`src/rtl/md_iter_ctrl.sv`:
```
// Iteration scheduler: loads the position caches, then loops PE -> MU until the programmed count.
// Optional watchdog on PE_RUN/MU_RUN enabled by defining MD_ITER_CTRL_TIMEOUT_EN.
module md_iter_ctrl #(
  parameter int NUM_CELLS         = 8,
  parameter int NUM_INIT_STEPS    = 2,
  parameter int PARTICLE_ID_WIDTH = 8,
  parameter int INIT_DEPTH        = 64,
  parameter int ITER_WIDTH        = 16,
  parameter int TIMEOUT_CYCLES    = 65535
) (
  input  logic                         clk,
  input  logic                         rst,
  input  logic                         i_start,
  input  logic [ITER_WIDTH-1:0]        i_num_iters,
  input  logic                         i_init_valid,
  output logic                         o_init_ready,
  output logic [PARTICLE_ID_WIDTH-1:0] o_init_wr_addr,
  output logic [NUM_INIT_STEPS-1:0]    o_init_wr_en,
  input  logic                         i_PE_done,
  input  logic [NUM_CELLS-1:0]         i_all_dirty,
  output logic                         o_PE_start,
  output logic                         o_MU_start,
  output logic                         o_MU_working,
  output logic                         o_iter_target_reached,
  output logic [ITER_WIDTH-1:0]        o_iter_cnt,
  output logic                         o_busy,
  output logic                         o_timeout,
  output logic [2:0]                   o_state
);

  localparam int PASS_W = (NUM_INIT_STEPS > 1) ? $clog2(NUM_INIT_STEPS) : 1;
  localparam logic [PARTICLE_ID_WIDTH-1:0] LAST_ADDR = PARTICLE_ID_WIDTH'(INIT_DEPTH - 1);
  localparam logic [PASS_W-1:0]            LAST_PASS = PASS_W'(NUM_INIT_STEPS - 1);

  generate
    if (INIT_DEPTH < 1 || INIT_DEPTH > (1 << PARTICLE_ID_WIDTH) ||
        NUM_INIT_STEPS < 1 || TIMEOUT_CYCLES < 1) begin : g_bad_params
      $error("md_iter_ctrl: invalid parameter set");
    end
  endgenerate

  typedef enum logic [2:0] {
    IDLE     = 3'd0,
    INIT     = 3'd1,
    PE_START = 3'd2,
    PE_RUN   = 3'd3,
    MU_START = 3'd4,
    MU_RUN   = 3'd5,
    CHECK    = 3'd6,
    DONE     = 3'd7
  } state_t;

  state_t                         state_reg;
  logic [ITER_WIDTH-1:0]          iter_cnt_reg;
  logic [ITER_WIDTH-1:0]          target_reg;
  logic [ITER_WIDTH-1:0]          iter_cnt_inc;
  logic [PARTICLE_ID_WIDTH-1:0]   addr_reg;
  logic [PARTICLE_ID_WIDTH-1:0]   wr_addr_reg;
  logic [PASS_W-1:0]              pass_reg;
  logic [NUM_INIT_STEPS-1:0]      wr_en_next;
  logic [NUM_INIT_STEPS-1:0]      wr_en_reg;
  logic                           init_ready_reg;
  logic                           init_accept;
  logic                           pe_start_reg;
  logic                           mu_start_reg;
  logic                           mu_working_reg;
  logic                           reached_reg;
  logic                           busy_reg;
  logic                           timeout_reg;
  logic [2:0]                     state_out_reg;

`ifdef MD_ITER_CTRL_TIMEOUT_EN
  localparam int TIMER_W = $clog2(TIMEOUT_CYCLES + 1);
  localparam logic [TIMER_W-1:0] TIMER_LAST = TIMER_W'(TIMEOUT_CYCLES - 1);
  logic [TIMER_W-1:0] timer_reg;
  logic               timer_hit;
  assign timer_hit = (timer_reg == TIMER_LAST);
`endif

  // init_ready_reg is set on INIT entry and cleared on exit, so it doubles as the INIT flag
  assign init_accept  = init_ready_reg & i_init_valid;
  assign iter_cnt_inc = iter_cnt_reg + ITER_WIDTH'(1);

  generate
    for (genvar gi = 0; gi < NUM_INIT_STEPS; gi++) begin : g_wr_en
      assign wr_en_next[gi] = init_accept && (pass_reg == PASS_W'(gi));
    end
  endgenerate

  always_ff @(posedge clk or negedge rst) begin
    if (!rst) begin
      state_reg      <= IDLE;
      iter_cnt_reg   <= '0;
      target_reg     <= '0;
      addr_reg       <= '0;
      wr_addr_reg    <= '0;
      pass_reg       <= '0;
      wr_en_reg      <= '0;
      init_ready_reg <= 1'b0;
      pe_start_reg   <= 1'b0;
      mu_start_reg   <= 1'b0;
      mu_working_reg <= 1'b0;
      reached_reg    <= 1'b0;
      busy_reg       <= 1'b0;
      timeout_reg    <= 1'b0;
      state_out_reg  <= 3'd0;
`ifdef MD_ITER_CTRL_TIMEOUT_EN
      timer_reg      <= '0;
`endif
    end else begin
      // Status outputs trail the state register by one cycle
      pe_start_reg   <= (state_reg == PE_START);
      mu_start_reg   <= (state_reg == MU_START);
      mu_working_reg <= (state_reg == MU_RUN);
      busy_reg       <= (state_reg != IDLE) && (state_reg != DONE);
      reached_reg    <= (state_reg == DONE) && !timeout_reg;
      state_out_reg  <= state_reg;
      wr_en_reg      <= wr_en_next;
      if (init_accept) begin
        wr_addr_reg <= addr_reg;
      end
`ifdef MD_ITER_CTRL_TIMEOUT_EN
      timer_reg <= '0;
`endif

      case (state_reg)
        IDLE, DONE: begin
          if (i_start) begin
            state_reg      <= INIT;
            init_ready_reg <= 1'b1;
            iter_cnt_reg   <= '0;
            pass_reg       <= '0;
            addr_reg       <= '0;
            timeout_reg    <= 1'b0;
            target_reg     <= i_num_iters;
          end
        end
        INIT: begin
          if (init_accept) begin
            if (addr_reg == LAST_ADDR) begin
              addr_reg <= '0;
              if (pass_reg == LAST_PASS) begin
                init_ready_reg <= 1'b0;
                state_reg      <= (target_reg == '0) ? DONE : PE_START;
              end else begin
                pass_reg <= pass_reg + PASS_W'(1);
              end
            end else begin
              addr_reg <= addr_reg + PARTICLE_ID_WIDTH'(1);
            end
          end
        end
        PE_START: state_reg <= PE_RUN;
        PE_RUN: begin
          if (i_PE_done) begin
            state_reg <= MU_START;
          end
`ifdef MD_ITER_CTRL_TIMEOUT_EN
          else if (timer_hit) begin
            state_reg   <= DONE;
            timeout_reg <= 1'b1;
          end else begin
            timer_reg <= timer_reg + TIMER_W'(1);
          end
`endif
        end
        MU_START: state_reg <= MU_RUN;
        MU_RUN: begin
          if (&i_all_dirty) begin
            state_reg <= CHECK;
          end
`ifdef MD_ITER_CTRL_TIMEOUT_EN
          else if (timer_hit) begin
            state_reg   <= DONE;
            timeout_reg <= 1'b1;
          end else begin
            timer_reg <= timer_reg + TIMER_W'(1);
          end
`endif
        end
        CHECK: begin
          iter_cnt_reg <= iter_cnt_inc;
          state_reg    <= (iter_cnt_inc == target_reg) ? DONE : PE_START;
        end
        default: state_reg <= IDLE;
      endcase
    end
  end

  assign o_init_ready          = init_ready_reg;
  assign o_init_wr_addr        = wr_addr_reg;
  assign o_init_wr_en          = wr_en_reg;
  assign o_PE_start            = pe_start_reg;
  assign o_MU_start            = mu_start_reg;
  assign o_MU_working          = mu_working_reg;
  assign o_iter_target_reached = reached_reg;
  assign o_iter_cnt            = iter_cnt_reg;
  assign o_busy                = busy_reg;
  assign o_timeout             = timeout_reg;
  assign o_state               = state_out_reg;

endmodule

```
`config.mk`:
```
export PLATFORM = sky130hd
export DESIGN_NAME = md_iter_ctrl
export DESIGN_NICKNAME = d
export VERILOG_FILES = /design/src/rtl/md_iter_ctrl.sv
export SDC_FILE = /design/constraint.sdc
export NUM_CORES = 1
export LEC_CHECK = 0
export CELL_PAD_IN_SITES_DETAIL_PLACEMENT = 1
export CELL_PAD_IN_SITES_GLOBAL_PLACEMENT = 2
export CORE_MARGIN = 1
export CORE_UTILIZATION = 36
export CTS_CLUSTER_DIAMETER = 30
export CTS_CLUSTER_SIZE = 25
export DETAILED_ROUTE_END_ITERATION = 10
export PLACE_DENSITY = 0.95
export SYNTH_ARGS = -nofsm -noshare
export SYNTH_HDL_FRONTEND = slang
export SYNTH_SLANG_ARGS = --single-unit
```
`constraint.sdc`:
```
create_clock -name clk -period 6 [get_ports clk]
set_input_delay 0.9 -clock clk [delete_from_list [all_inputs] [get_ports clk]]
set_output_delay 0.9 -clock clk [all_outputs]
set_load 0.01 [all_outputs]
```
==> impl_metrics.yaml, run 1 <==
global_route:
  antenna_found_initial: 0
  track_usage_pct: 20.1
  grt_overflow: 0
  grt_max_degree: 64
  grt_first_pass_wirelength_um: 15800
  grt_pass1_vias: 2983
final_layout:
  ff_latch_area_um2: 1580
  synthToLayoutAreaGrowth_pct: 26.0
  fin_util_pct: 47.4
  antenna_cells: 0
  multi_input_area_um2: 1820
  num-fill-cells: 1034
  drive_gt1_share_pct: 13.3
  fin_nets: 442
cts:
  cts_hold_buf: 0
  cts.root.buffer_cell: "clkbuf_8"
  cts_tree: "built"
  clk_latency_ns: 0.34
  htreeDepth: 3
  ctsResizeCount: 0
  clk_pin_slew_worst_paths_ns: 0.08
  cts_setup_buffers: 0
  cts.sink_count: 63
  numCtsBuffers: 9
  clockBufferDepth: 2
floorplanning:
  ioPinCount: 65
  die_h_um: 101
  coreArea_um2: 9330
  die_w_um: 101
  die_area_um2: 10100
  start_util_pct: 37.6
  core.rowCount: 35
setup_path:
  r2r_start: "state_reg[1]"
  critical_path_required_ns: 6.23
  cp_max_fo: 12
  crit_path_end_kind: "flip-flop"
  arrival_ns: 3.32
  critPathLaunchType: "flip-flop"
  critPathLaunch: "state_reg[1]"
  critPathKind: "reg -> reg"
synth:
  synth-edff-count: 0
  synth_area_leaders: "dfrtp_1 45%, mux2_2 5.8%, o21ai_0 3.9%, nand2_1 2.9%, xnor2_1 2.7%"
  synth-seq-cells: 63
  synth_largest_area_cell: "dfrtp_1"
  syn_area_um2: 3510
  synth.top_cell.area_share_pct: 44.9
  syn_area_per_cell_um2: 10.1
  ys_async_sr_fraction_pct: 100
  ys_warn_count: 0
  syn_nets: 381
  yosys_most_used_dff: "dfrtp_1"
  ys_seq_area_share_pct: 44.9
  synth_cells: 346
  ys_types: 62
placed_design:
  place.gp.congestion: 0.827
  hpwlAfterDp_um: 6810
  io_buffers: 63
timing:
  setup_viol: 0
  fin_crit_sh_pct: 51.5
  finalHoldViolCount: 0
  fmax_mhz: 324
  slew_violations: 0
  grt_setup_unrepaired: "no"
  slew_headroom_pct: 30.6
  finalCriticalPeriod_ns: 3.09
  tns_ns: 0
  skew_ns: 0.0115
  tightest_slew_ns: 1.04
job:
  maxCapViolations: 0
min_path:
  holdCritStartpoint: "state_reg[1]"
  hold_class: "reg -> reg"
power:
  power_leakage_nw: 1.80
  p_per_area_nw_per_um2: 358
  peakVddDrop_mv: 0.127
route:
  post-route-drc-count: 0
  dr.pass1.iters: 4
  final_antenna_net_count: 0
  wl_per_cell_um: 17.3
  postRouteWirelength_um: 9370
  viasPerCell: 5.45
  num_vias: 2951
  drtIter0Drc: 152
run_status:
  status: "finished, final reports clean"
## cells in the mapped netlist (all sizes together), types with 2 or more instances
master	n
a211oi	2
nand4	11
mux2	23
clkbuf	5
nor2b	7
o21ai	39
and4	2
nand2b	3
o41ai	4
xor2	5
or2b	3
nand3	16
a2111oi	2
a21oi	8
nor3	10
o211ai	4
or3	4
o21a	2
buf	9
a31oi	2
ha	6
nor4	10
inv	8
xnor2	11
dfrtp	63
nand2	28
mux2i	3
o31ai	5
nor2	23
and2	5
nor3b	4
and3	5
## logic make-up (layout without fill, tap and decap cells)
family	Yosys count	in the layout	share of synthesized area [%]
other cells	1	1	0.107
mux	26	26	8.59
flops	63	63	44.9
simple gates	136	136	23.3
compound gates	76	76	13.8
buf+inv	22	88	3.17
fa+ha+maj	6	6	2.14
xor+xnor	16	16	3.99
## critical path, cell delays in order (launching register included)
cell and delay (ns):
dfrtp_1 0.41, inv_1 0.10, ha_1 0.30, nor2b_1 0.86, mux2i_1 0.42, a21oi_1 0.53, o21ai_1 0.14, a32o_1 0.22
## area by class of cell
| type | count | area share [%] |
|---|---|---|
| Clock inverter | 6 | 1.36 |
| Inverter | 8 | 0.679 |
| Tap cell | 129 | 3.65 |
| Multi-Input combinational cell | 261 | 41.2 |
| Timing Repair Buffer | 64 | 14.3 |
| Sequential cell | 63 | 35.7 |
| Clock buffer | 10 | 3.11 |
## cells in the final DEF (no fill, tap or decap), drive strengths merged, types with 10 or more instances in the layout
cell / instances
dfrtp: 63
clkdlybuf4s50: 62
o21ai: 39
nand2: 28
nor2: 23
mux2: 23
nand3: 16
xnor2: 11
nand4: 11
clkbuf: 10
nor3: 10
nor4: 10
## layer usage
metal / up-vias / GRT usage (%) / part of all wire [%] / wire (um)
met5: - / 0 / 0 / 0
met4: 0 / 6.02 / 0.57 / 53
met3: 4 / 2.77 / 4.1 / 386
met2: 68 / 31.9 / 48 / 4540
met1: 1487 / 28.4 / 47 / 4390
li1: 1392 / - / - / -
## power by group
part	internal (mW)	switching, mW
Combinational	0.276	0.305
Sequential	0.526	0.106
Clock	0.201	0.171
## per-stage QoR
stage	setup WS, ns	instances	hold WS, ns	area [um2]	power [mW]
CTS	2.90	541	0.451	4420	1.61
detailed placement	2.69	525	0.434	4220	1.22
global route	2.64	541	0.480	4420	1.70
floorplan	3.99	346	0.374	3510	1.02
global placement	2.83	525	0.419	4220	1.19
finish	2.91	541	0.442	4420	1.58
## final timing paths
| check | end | slack [ns] | depth (start not counted) |
|---|---|---|---|
| min in group asynchronous | o_iter_target_reached | 0.74 | 2 |
| setup reg to reg | addr_reg[2] | 2.91 | 7 |
| hold reg to reg | o_state[1] | 0.44 | 0 |
| setup / recovery | addr_reg[2] | 2.91 | 7 |
| hold / removal | o_state[1] | 0.44 | 0 |
| max in group asynchronous | addr_reg[5] | 4.73 | 2 |
Note: power is estimated with default switching activity, not from simulation.
==> inputs of run 2 (changes only) <==
CORE_UTILIZATION = 30   (was 36)
PLACE_DENSITY = 0.86   (was 0.95)
clock period = 2.7 ns   (was 6 ns; I/O delays follow)
==> run 2 against run 1 <==
Compared with the run above: die area up 20%; largest power group unchanged; critical path type unchanged; critical path depth did not move; hold slack got worse by 0.20 ns; clock power rose to 3.2 times the previous value; register-to-register slack got worse by 2.6 ns; largest cell class unchanged; routed wire length grew 6.5%; global-route usage is 2.1 points lower; first-iteration DRC count grew 16%; sequential share of layout area down 1.6 points.
==> impl_metrics.yaml, run 2 (synthesized netlist as in run 1, its figures left out) <==
setup_path:
  r2r_start: "o_iter_cnt[0]"
  critical_path_required_ns: 2.97
  crit_path_end_kind: "flip-flop"
  critPathLaunch: "o_iter_cnt[0]"
  r2r_cells: 7
  critPathCapture: "state_reg[2]"
  critPathKind: "reg -> reg"
  critPathLaunchType: "flip-flop"
  arrival_ns: 2.64
  cp_max_fo: 8
  r2r-end: "state_reg[2]"
  rrSetupSlack_ns: 0.33
final_layout:
  finalInstanceArea_um2: 4620
  synthToLayoutAreaGrowth_pct: 31.7
  fin_nets: 453
  layout_commonest_cell: "dfrtp_1"
  drive_gt1_share_pct: 15.6
  final_cell_mix: "63 x dfrtp_1, 62 x clkdlybuf4s50_1, 27 x nand2_1, 27 x o21ai_0, 23 x nor2_1"
  antenna_cells: 0
  final_cells: 566
global_route:
  antenna_found_initial: 0
  grt_first_pass_wirelength_um: 16400
  grt_overflow: 0
  grt_pass1_vias: 2979
  grt_max_degree: 64
  track_usage_pct: 17.9
cts:
  numCtsBuffers: 9
  htreeDepth: 3
  clk_pin_slew_worst_paths_ns: 0.05
  cts.sink_count: 63
  clk_latency_ns: 0.33
  cts.root.buffer_cell: "clkbuf_16"
  cts_hold_buf: 0
  ctsResizeCount: 0
  cts_setup_buffers: 0
  clockBufferDepth: 2
  cts_tree: "built"
power:
  power_leakage_nw: 1.90
  p_per_area_nw_per_um2: 855
  peakVddDrop_mv: 0.331
  power_mw: 3.95
placed_design:
  place.gp.congestion: 0.856
  io_buffers: 63
  hpwlAfterDp_um: 7310
  dp_cells: 550
  placed_cell_area_um2: 4320
min_path:
  hold_class: "in -> async"
route:
  num_vias: 3003
  final_antenna_net_count: 0
  postRouteWirelength_um: 9980
  viasPerCell: 5.31
  wl_per_cell_um: 17.6
  post-route-drc-count: 0
  dr.pass1.iters: 4
  drtIter0Drc: 176
timing:
  grt_setup_unrepaired: "no"
  fmax_mhz: 422
  fin_crit_sh_pct: 87.8
  tns_ns: 0
  tightest_slew_ns: 0.827
  slew_headroom_pct: 44.9
  slew_violations: 0
  skew_ns: 0.00538
  finalHoldViolCount: 0
  finalCriticalPeriod_ns: 2.37
  fin_hold_ws_ns: 0.239
  setup_viol: 0
floorplanning:
  die_w_um: 110
  die_area_um2: 12100
  coreArea_um2: 11400
  die_h_um: 110
  ioPinCount: 65
  start_util_pct: 30.7
  core.rowCount: 39
run_status:
  status: "finished, final reports clean"
job:
  maxCapViolations: 0
[run 2: cell types whose count changed in the layout (fill, tap and decap cells not counted)]
cell / before / now
buf_4: 1 / 12
clkbuf_16: 0 / 9
clkbuf_8: 10 / 1
[run 2: cell type report]
type                       count  area [um2]
clock buffer                  10         239
clock inverter                 6        60.1
fill                        1306        6800
inverter                       8        30.0
multi-input combinational    261        1820
sequential                    63        1580
tap                          143         179
timing repair buffer          75         716
[run 2: report_power, final]
| part | internal (mW) | total (mW) | switching (mW) |
|---|---|---|---|
| clock | 0.734 | 1.17 | 0.436 |
| combinational | 0.654 | 1.37 | 0.713 |
| sequential | 1.17 | 1.42 | 0.244 |
| total | 2.56 | 3.95 | 1.39 |
[run 2: worst max-delay path, stage by stage (launching register included)]
cell	delay (ns)
dfrtp_1	0.50
ha_1	0.36
nand4_2	0.22
nor4_2	0.50
mux2i_1	0.26
and4_1	0.21
nand4_2	0.15
nand3_2	0.11
[run 2: how the worst min path moves through the flow]
stage,start,to,depth (start not counted)
4_1_cts,rst,target_reg[0],2
3_5_place_dp,state_reg[1],o_state[1],0
3_3_place_gp,state_reg[1],o_state[1],0
6_report,rst,target_reg[15],2
5_1_grt,rst,target_reg[0],2
2_1_floorplan,rst,addr_reg[0],0
[run 2: per-layer routing]
layer	GRT usage, %	vias to the layer above	part of all wire [%]	wire, um
met4	5.64	0	1.3	125
li1	-	1404	-	-
met2	27.5	69	47	4730
met5	0	-	0	0
met1	25.1	1517	48	4760
met3	3.76	13	3.6	361
[run 2: stage by stage]
stage / utilization (%) / setup slack (ns)
floorplan: - / 0.688
global placement: 37.9 / 0.462
detailed placement: 37.9 / 0.335
CTS: 40.5 / 0.318
global route: 40.5 / 0.158
finish: 40.5 / 0.330
